File: src/rtl/ddr2_cmd_arbiter.sv
// ddr2_cmd_arbiter: round-robin sharing of the DDR2 controller command bus.
// Requester i owns slice i of every packed request port. The controller's
// 'fetching' acts as ready: the bus value is taken on each edge where it is 1.
// Block writes are streamed beat by beat after the command is accepted.
// Each streamed beat spends one cycle being loaded from the requester. It is
// then offered to the controller until a fetching edge consumes it, so the bus
// never shows data that the requester has already been told to advance past.
// Optional build macro: DDR2_ARB_STATS_EN adds per-requester grant/drop counters
// that are read through stat_sel.
module ddr2_cmd_arbiter #(
    parameter int NREQ = 4
) (
    input  logic              clk,
    input  logic              reset,
    input  logic [NREQ-1:0]   req_valid,
    input  logic [3*NREQ-1:0] req_cmd,
    input  logic [2*NREQ-1:0] req_sz,
    input  logic [3*NREQ-1:0] req_op,
    input  logic [16*NREQ-1:0] req_din,
    input  logic [25*NREQ-1:0] req_addr,
    output logic [NREQ-1:0]   req_ack,
    output logic [NREQ-1:0]   req_data_ack,
    output logic [NREQ-1:0]   req_err,
    input  logic              fetching,
    output logic [2:0]        cmd,
    output logic [1:0]        sz,
    output logic [2:0]        op,
    output logic [15:0]       din,
    output logic [24:0]       addr,
    output logic              busy,
`ifdef DDR2_ARB_STATS_EN
    input  logic [2:0]        stat_sel,
    output logic [15:0]       stat_grants,
    output logic [15:0]       stat_drops,
`endif
    output logic [2:0]        grant_id
);

    localparam logic [2:0] CMD_BWR = 3'd4;

    typedef enum logic [1:0] {S_IDLE, S_ISSUE, S_BURST} state_t;

    state_t      r_state;
    logic [2:0]  r_ptr, r_gid, r_beats;
    logic        r_din_vld, r_busy;
    logic [2:0]  r_cmd, r_op;
    logic [1:0]  r_sz;
    logic [15:0] r_din;
    logic [24:0] r_addr;
    logic [NREQ-1:0] r_req_ack, r_req_data_ack, r_req_err;

    // Requester slices, padded to 8 entries so a 3-bit index always fits.
    logic [2:0]  w_cmd_a  [8];
    logic [1:0]  w_sz_a   [8];
    logic [2:0]  w_op_a   [8];
    logic [15:0] w_din_a  [8];
    logic [24:0] w_addr_a [8];

    for (genvar gi = 0; gi < 8; gi++) begin : g_unpack
        if (gi < NREQ) begin : g_used
            assign w_cmd_a[gi]  = req_cmd[3*gi +: 3];
            assign w_sz_a[gi]   = req_sz[2*gi +: 2];
            assign w_op_a[gi]   = req_op[3*gi +: 3];
            assign w_din_a[gi]  = req_din[16*gi +: 16];
            assign w_addr_a[gi] = req_addr[25*gi +: 25];
        end else begin : g_pad
            assign w_cmd_a[gi]  = '0;
            assign w_sz_a[gi]   = '0;
            assign w_op_a[gi]   = '0;
            assign w_din_a[gi]  = '0;
            assign w_addr_a[gi] = '0;
        end
    end

    // A requester whose ack is visible this cycle is masked, so a requester
    // that drops valid one cycle late is not granted a second time.
    logic [7:0]      w_elig;
    logic            w_found;
    logic [2:0]      w_win;
    logic [2:0]      w_win_cmd;
    logic            w_illegal, w_drop, w_accept;
    logic [NREQ-1:0] w_win_oh, w_gid_oh;

    assign w_elig    = 8'(req_valid & ~r_req_ack);
    assign w_win_cmd = w_cmd_a[w_win];
    assign w_illegal = (w_win_cmd == 3'd0) || (w_win_cmd == 3'd7);
    assign w_drop    = (r_state == S_IDLE) && w_found && w_illegal;
    assign w_accept  = (r_state == S_ISSUE) && fetching;
    assign w_win_oh  = {{(NREQ-1){1'b0}}, 1'b1} << w_win;
    assign w_gid_oh  = {{(NREQ-1){1'b0}}, 1'b1} << r_gid;

    // Round-robin search: first eligible requester at or after the pointer.
    always_comb begin
        logic [3:0] sum;
        // NOTE: every variable written here gets a value before any branch,
        // otherwise the tool infers a latch to hold the old value.
        w_found = 1'b0;
        w_win   = '0;
        sum     = '0;
        for (int k = 0; k < NREQ; k++) begin
            sum = {1'b0, r_ptr} + 4'(k);
            if (sum >= 4'(NREQ)) sum = sum - 4'(NREQ);
            if (!w_found && w_elig[sum[2:0]]) begin
                w_found = 1'b1;
                w_win   = sum[2:0];
            end
        end
    end

    // Command FSM: arbitrate in IDLE, hold bus in ISSUE, stream beats in BURST.
    always_ff @(posedge clk or negedge reset) begin
        if (!reset) begin
            r_state        <= S_IDLE;
            r_ptr          <= '0;
            r_gid          <= '0;
            r_beats        <= '0;
            r_din_vld      <= 1'b0;
            r_busy         <= 1'b0;
            r_cmd          <= '0;
            r_sz           <= '0;
            r_op           <= '0;
            r_din          <= '0;
            r_addr         <= '0;
            r_req_ack      <= '0;
            r_req_data_ack <= '0;
            r_req_err      <= '0;
        end else begin
            // NOTE: non-blocking assignments throughout, so every register
            // samples pre-edge values regardless of statement order.
            r_req_ack      <= '0;
            r_req_data_ack <= '0;
            r_req_err      <= '0;
            case (r_state)
                S_IDLE: begin
                    if (w_found) begin
                        r_ptr <= (w_win == 3'(NREQ-1)) ? 3'd0 : w_win + 3'd1;
                        if (w_drop) begin
                            r_req_ack <= w_win_oh;
                            r_req_err <= w_win_oh;
                        end else begin
                            r_cmd   <= w_win_cmd;
                            r_sz    <= w_sz_a[w_win];
                            r_op    <= w_op_a[w_win];
                            r_din   <= w_din_a[w_win];
                            r_addr  <= w_addr_a[w_win];
                            r_gid   <= w_win;
                            r_beats <= {w_sz_a[w_win], 1'b1};   // 2*(sz+1)-1
                            r_busy  <= 1'b1;
                            r_state <= S_ISSUE;
                        end
                    end
                end
                S_ISSUE: begin
                    if (fetching) begin
                        r_req_ack <= w_gid_oh;
                        r_cmd     <= '0;
                        if (r_cmd == CMD_BWR) begin
                            r_req_data_ack <= w_gid_oh;
                            r_beats        <= r_beats - 3'd1;
                            r_din_vld      <= 1'b0;
                            r_state        <= S_BURST;
                        end else begin
                            r_busy  <= 1'b0;
                            r_state <= S_IDLE;
                        end
                    end
                end
                S_BURST: begin
                    if (!r_din_vld) begin
                        r_din     <= w_din_a[r_gid];
                        r_din_vld <= 1'b1;
                    end else if (fetching) begin
                        r_req_data_ack <= w_gid_oh;
                        r_din_vld      <= 1'b0;
                        if (r_beats == 3'd0) begin
                            r_busy  <= 1'b0;
                            r_state <= S_IDLE;
                        end else begin
                            r_beats <= r_beats - 3'd1;
                        end
                    end
                end
                default: begin
                    r_busy  <= 1'b0;
                    r_state <= S_IDLE;
                end
            endcase
        end
    end

`ifdef DDR2_ARB_STATS_EN
    logic [15:0] r_stat_grants [8];
    logic [15:0] r_stat_drops  [8];

    // Saturating per-requester counters of accepted and dropped commands.
    always_ff @(posedge clk or negedge reset) begin
        if (!reset) begin
            // NOTE: this counter array is small and must read zero after
            // reset, so each entry is cleared explicitly.
            for (int i = 0; i < 8; i++) begin
                r_stat_grants[i] <= '0;
                r_stat_drops[i]  <= '0;
            end
        end else begin
            if (w_accept && r_stat_grants[r_gid] != 16'hFFFF)
                r_stat_grants[r_gid] <= r_stat_grants[r_gid] + 16'd1;
            if (w_drop && r_stat_drops[w_win] != 16'hFFFF)
                r_stat_drops[w_win] <= r_stat_drops[w_win] + 16'd1;
        end
    end

    assign stat_grants = r_stat_grants[stat_sel];
    assign stat_drops  = r_stat_drops[stat_sel];
`endif

    assign req_ack      = r_req_ack;
    assign req_data_ack = r_req_data_ack;
    assign req_err      = r_req_err;
    assign cmd          = r_cmd;
    assign sz           = r_sz;
    assign op           = r_op;
    assign din          = r_din;
    assign addr         = r_addr;
    assign busy         = r_busy;
    assign grant_id     = r_gid;

endmodule

File: config.mk
export PLATFORM = sky130hd
export DESIGN_NAME = ddr2_cmd_arbiter
export DESIGN_NICKNAME = d
export VERILOG_FILES = /design/src/rtl/ddr2_cmd_arbiter.sv
export SDC_FILE = /design/constraint.sdc
export NUM_CORES = 1
export LEC_CHECK = 0
export CORE_MARGIN = 2
export CORE_UTILIZATION = 38
export DETAILED_ROUTE_END_ITERATION = 16
export HOLD_SLACK_MARGIN = 0.15
export PLACE_DENSITY = 0.75
export SYNTH_ARGS = -nofsm -noshare
export SYNTH_HDL_FRONTEND = slang
export SYNTH_SLANG_ARGS = --single-unit
export TNS_END_PERCENT = 100
File: constraint.sdc
create_clock -name clk -period 3.9 [get_ports clk]
set_clock_uncertainty 0.05 [all_clocks]
set_input_delay 0.585 -clock clk [delete_from_list [all_inputs] [get_ports clk]]
set_output_delay 0.585 -clock clk [all_outputs]
set_load 0.01 [all_outputs]
# Word level (Yosys, flattened, before mapping)
# Index checks and enable logic that the tools add are counted.
[op_classes] add_sub_neg=9 multipliers=0 div_mod_pow=0 magnitude_cmp=10 eq_ne=15 shift=2 mux=85 bitwise=5 n_reduce_logical=24
[op_table] operator="$mux 16" n=7
[op_table] operator="$bmux 16 s3" n=2
[op_table] operator="$bmux 25 s3" n=1
[op_table] operator="$mux 3" n=23
[op_table] operator="$mux 25" n=2
[op_table] operator="$pmux 16 s2" n=1
[op_table] operator="$mux 4" n=7
[op_table] operator="$mux 1" n=19
[op_table] operator="$bmux 3 s3" n=2
[op_table] operator="$mux 2" n=9
[op_table] operator="$ne 2x2->1 const B" n=9
[op_table] operator="$lt 3x4->1 const B" n=4
[op_table] operator="$pmux 4 s2" n=2
[op_table] operator="$bmux 1 s3" n=4
[op_table] operator="$ge 4x3->1 const B" n=3
[op_table] operator="$sub 3x3->3 const B" n=4
[op_table] operator="$pmux 3 s3" n=1
[op_table] operator="$add 3x2->4 const B" n=2
[op_table] operator="$and 4x8->8" n=1
[op_table] operator="$ge 4x4->1 const B" n=2
[op_table] operator="$not 3->4" n=2
[op_table] operator="$not 4->8" n=1
[op_table] operator="$reduce_and 4->1" n=2
[op_table] operator="$reduce_and 8->1" n=1
[op_table] operator="27 further kinds" n=39
[word_totals] regBits=74 latchBits=0 mem_bits_rw=0 romBits=0 in_bits=203 out_inout_bits=65 word_cells=164 mem_count=0

# Longest topological paths before layout
[logic_depth] depth_word=24 depth_mapped=16 mapped_depth_nobuf=13

# Least setup slack after synthesis
# No wires, ideal clock.
[synth_timing] path_type="reg2reg" from="reg r_ptr[0]" to="reg r_din[0], in the netlist din[0]" setup_ns=0.125 arrival_ns=3.597 required_ns=3.725 setup_slack_ns=0.128 path_stages_with_launch=16 n_path_buf=3 synth_period_minus_slack_ns=3.772 cell_sequence="dfrtp_1 -> buf_2 -> inv_1 -> ha_1 -> buf_6 -> nor3b_2 -> a21oi_1 -> o32a_1 -> or4_4 -> a32oi_1 -> mux2i_1 -> a221o_1 -> a21oi_4 -> o21bai_4 -> buf_6 -> mux2_4"
[synth_via] elab_chain_cells=23 word_cells_on_any_way=55 classes_between="add/sub (7); order compare (4); eq/ne (3); mux (29); bitwise (1); reduce/logical (11)"
[synth_rtl] item="start: declaration" line_no="44" source="logic [2:0] r_ptr, r_gid, r_beats;"
[synth_rtl] item="start signal: assignment" line_no="136" source="r_ptr <= (w_win == 3'(NREQ-1)) ? 3'd0 : w_win + 3'd1;"
[synth_rtl] item="branches (longest 23 deep; another with $add 3x1->4)"
[synth_rtl] item="end signal: assignment" line_no="144" source="r_din <= w_din_a[w_win];"
[synth_rtl] item="end signal: assignment" line_no="170" source="r_din <= w_din_a[r_gid];"
[synth_rtl] item="end: declaration" line_no="48" source="logic [15:0] r_din;"
# Several ways; the timed one is not identified. The select of a mux whose other input is x is not followed.
# A chain may end at the register's enable or synchronous reset.

# Worst setup path in the final report
[layout_timing] from="in req_valid[3]" to="reg r_sz[0], in the netlist sz[0]"
[layout_via] elab_chain_cells=22 word_cells_on_any_way=37 classes_between="eq/ne (1); mux (22); bitwise (3); reduce/logical (11)"
[layout_rtl] item="start: declaration" line_no="15" source="input logic [NREQ-1:0] req_valid,"
[layout_rtl] item="$and 4x8->8 *" line_no="84" source="assign w_elig = 8'(req_valid & ~r_req_ack);"
[layout_rtl] item="$bmux 1 s3" line_no="103" source="if (!w_found && w_elig[sum[2:0]]) begin"
[layout_rtl] item="$mux 1 (not written as such)" line_no="103"
[layout_rtl] item="$mux 1" line_no="103"
[layout_rtl] item="$logic_not 1->1" line_no="103"
[layout_rtl] item="$logic_and 1x1->1" line_no="103"
[layout_rtl] item="$mux 1" line_no="103"
[layout_rtl] item="$logic_not 1->1" line_no="103"
[layout_rtl] item="[5 not listed]"
[layout_rtl] item="$not 3->4 (not written as such)" line_no="85, 142"
[layout_rtl] item="$bmux 3 s3" line_no="85" source="assign w_win_cmd = w_cmd_a[w_win];"
[layout_rtl] item="$mux 3 (not written as such) (2 in series)" line_no="85"
[layout_rtl] item="$eq 3x3->1 / $logic_not 3->1 (equally long branches)" line_no="86" source="assign w_illegal = (w_win_cmd == 3'd0) || (w_win_cmd == 3'd7);"
[layout_rtl] item="$logic_or 1x1->1" line_no="86"
[layout_rtl] item="$logic_and 1x1->1" line_no="87" source="assign w_drop = (r_state == S_IDLE) && w_found && w_illegal;"
[layout_rtl] item="$not 1->1 (no source line)"
[layout_rtl] item="$reduce_and 3->1 (no source line)"
[layout_rtl] item="end signal: assignment" line_no="142" source="r_sz <= w_sz_a[w_win];"
[layout_rtl] item="end: declaration" line_no="47" source="logic [1:0] r_sz;"
# Mark *: on every way between the ends. The rest lies on a longest branch, timed or not. The select of a mux whose other input is x is not followed.

==> impl_metrics.ini <==
[timing]
fmax_mhz = 266.3
finalSetupViolCount = 0
final.setup.worst_slack_ps = 145.4
slew_headroom_pct = 36.00
hold_viol_final = 0
hold_ws_ps = 354.9
layout_min_cycle_time_ps = 3755
period_share_pct = 96.27
worst-slew-pin-transition_ps = 959.9
slew_viol_final = 0

[synth]
syn_nets = 958
synth.most_common_cell = nand2_1
async_flop_share_pct = 100.0
synth.distinct_cells = 62
syn-instance-count = 743
yosysWarningCount = 0
avgSynthCellArea_sq_um = 7.669
yosys.area.top_type = dfrtp_1
synth_top_area_share_pct = 32.50
synth_flop_cell = dfrtp_1
yosys-top-cells-area = dfrtp_1 (32%), nand2_1 (16%), mux4_2 (6.3%)
synth-edff-count = 0
synth_seq_cells = 74
ys_seq_area_share_pct = 32.50
netlist_top_cells_count = nand2_1 (241), dfrtp_1 (74), inv_1 (59)
syn_area_sq_um = 5698

[layout]
num_antenna_cells = 0
drive_gt1_share_pct = 10.94
area_growth_syn_to_layout_pct = 60.65
finalNetCount = 1225
instances_no_fill = 1199
final_area_sq_um = 9154

[critical_path]
worstRegToRegCells = 14
critPathSlowestCell = or4_4
cp_cell_sequence = clkdlybuf4s50_1 > nor2b_2 > o22ai_1 > o32a_1 > or4_4 > a32oi_1 > mux2i_1 > a221o_1 > buf_4 > a21oi_4 > buf_4 > clkbuf_16 > mux2i_1
slowest_delay_ps = 560
cp_max_fo = 16
r2r_slack_ps = 210
cp-startpoint = req_valid[3]
cp.required_ps = 4100
cp-start-kind = input pin
critPathKind = in2reg
r2r_start = r_ptr[1]
end_kind = flop
cp.arrival_ps = 3960
r2r-end = sz[0]

[global_routing]
grt-ovfl-total = 0
grt_pass1_vias = 6042
grt_first_pass_wirelength_microns = 29840
antenna_found_initial = 0
grt_usage_pct = 23.06
grt_max_degree = 95

[floorplan]
dieArea_sq_um = 15990
core.rowCount = 44
fp.coreArea_sq_um = 14590
die_w_microns = 126.5
die_h_microns = 126.5
initial_core_util_pct = 39.06
io_pins = 268

[clocking]
cts_buffer_depth = 2
cts.clk_slew.worst_paths_ps = 60
cts_htree_levels = 3
cts-root-buf = clkbuf_16
cts_buffers = 9
insertion_delay_ps = 330
cts_sinks = 74
cts_tree = yes

[pwr]
leakage_nw = 4.118
swShare_pct = 45.84
power_frac_seq_pct = 14.0
max-vdd-ir-drop_uv = 744.9
p_per_area_nw_per_um2 = 1136
finalPower_mw = 10.39
p_switching_mw = 4.764
pwr-share-comb_pct = 76.2
pwr-share-clk_pct = 9.8
internal_power_mw = 5.630

[place]
io_buffers = 267
place_hpwl_microns = 14010
place_inst = 1179
place_congestion = 0.8493
post-place-ws_ps = -236.1
place_area_sq_um = 8702

[route]
vias_per_cell = 5.161
first_pass_iters = 5
routed.top_layer = met4
drtIter0Drc = 298
drc = 0
wl_per_cell_microns = 15.83
wirelength_microns = 18990
wl_met1_microns = 7820
ant_nets = 0
wl_met2_microns = 9188
routed-via-count = 6188
dr_wl_met3_microns = 1417

[min_path]
holdCritPathClass = in2async

[status]
outcome = finished, final reports clean

[run]
drv_cap = 0
-- logic make-up after synthesis --
logic type	share of synthesized area (%)
simple gates	27.08
flops	32.50
buf+inv	7.751
xor+xnor	0.1537
compound gates	17.55
mux	12.34
fa+ha+maj	2.635
-- timing repair --
action,4_1_cts,5_1_grt
hold buffers,0,0
resized for setup,0,6
buffers inserted,0,3
setup endpoints to repair,0,52
-- stage by stage --
step / setup TNS, ps / util [%]
after floorplan: 0 / -
after global placement: -2095 / 59.65
after detailed placement: -5992 / 59.65
after CTS: 0 / 62.17
after global routing: -40.77 / 62.74
final: 0 / 62.74
-- metal layers --
layer	vias up	global-route usage, %
li1	3073	-
met1	2826	28.11
met2	252	39.60
met3	37	5.820
met4	0	8.080
met5	-	0
-- critical path: cells and delay by family --
family	cells	cell delay (ps)
compound gates	5	1320
buf+inv	4	980
simple gates	2	750
mux	2	320
-- layout by cell type (no fill, tap or decap), types with 4 or more instances in the layout --
cell and n:
clkdlybuf4s50_1 266, nand2_1 241, dfrtp_1 74, inv_1 59, o21ai_0 57, nand3_1 53
buf_4 32, o211ai_1 30, o22ai_1 17, mux4_2 16, nor2_1 11, ha_1 11
mux2_4 10, mux2_2 10, clkbuf_16 10, and2_1 8, nor2b_1 7, mux2i_1 7
a21oi_1 5, a32oi_1 5, and3_1 5, buf_12 5, nor3b_1 4, nand2b_1 4
nor3_1 4, o21bai_1 4, o21ai_1 4, bufinv_16 4
-- state kept, by name (all words and copies together) (netlist names) --
register / cells
addr: 25
busy: 1
cmd: 3
din: 16
grant_id: 3
op: 3
r_beats: 3
r_din_vld: 1
r_ptr: 3
r_state: 2
req_ack: 4
req_data_ack: 4
req_err: 4
sz: 2
-- cell type report --
cell class,instances,area [sq um]
clock buffer,11,242.7
clock inverter,5,125.1
fill,1271,5435
inverter,62,232.7
multi-input combinational,559,3443
sequential,74,1852
tap,184,230.2
timing repair buffer,304,3028
-- how the worst max path moves through the flow --
stage,end,slack (ps),cells past startpoint
finish,sz[0],150,13
global route,sz[0],-30,13
CTS,din[7],80,13
global placement,din[9],-140,12
floorplan,din[0],130,15
detailed placement,din[7],-240,13
-- power by group through the flow --
stage	clock network (mW)	registers [mW]	logic, mW
4_1_cts	1.04	1.46	7.68
3_5_place_dp	0	1.46	7.65
3_3_place_gp	0	1.46	7.52
6_report	1.02	1.46	7.92
2_1_floorplan	0	1.51	4.98
5_1_grt	1.08	1.50	8.78
(Power assumes the default switching activity.)
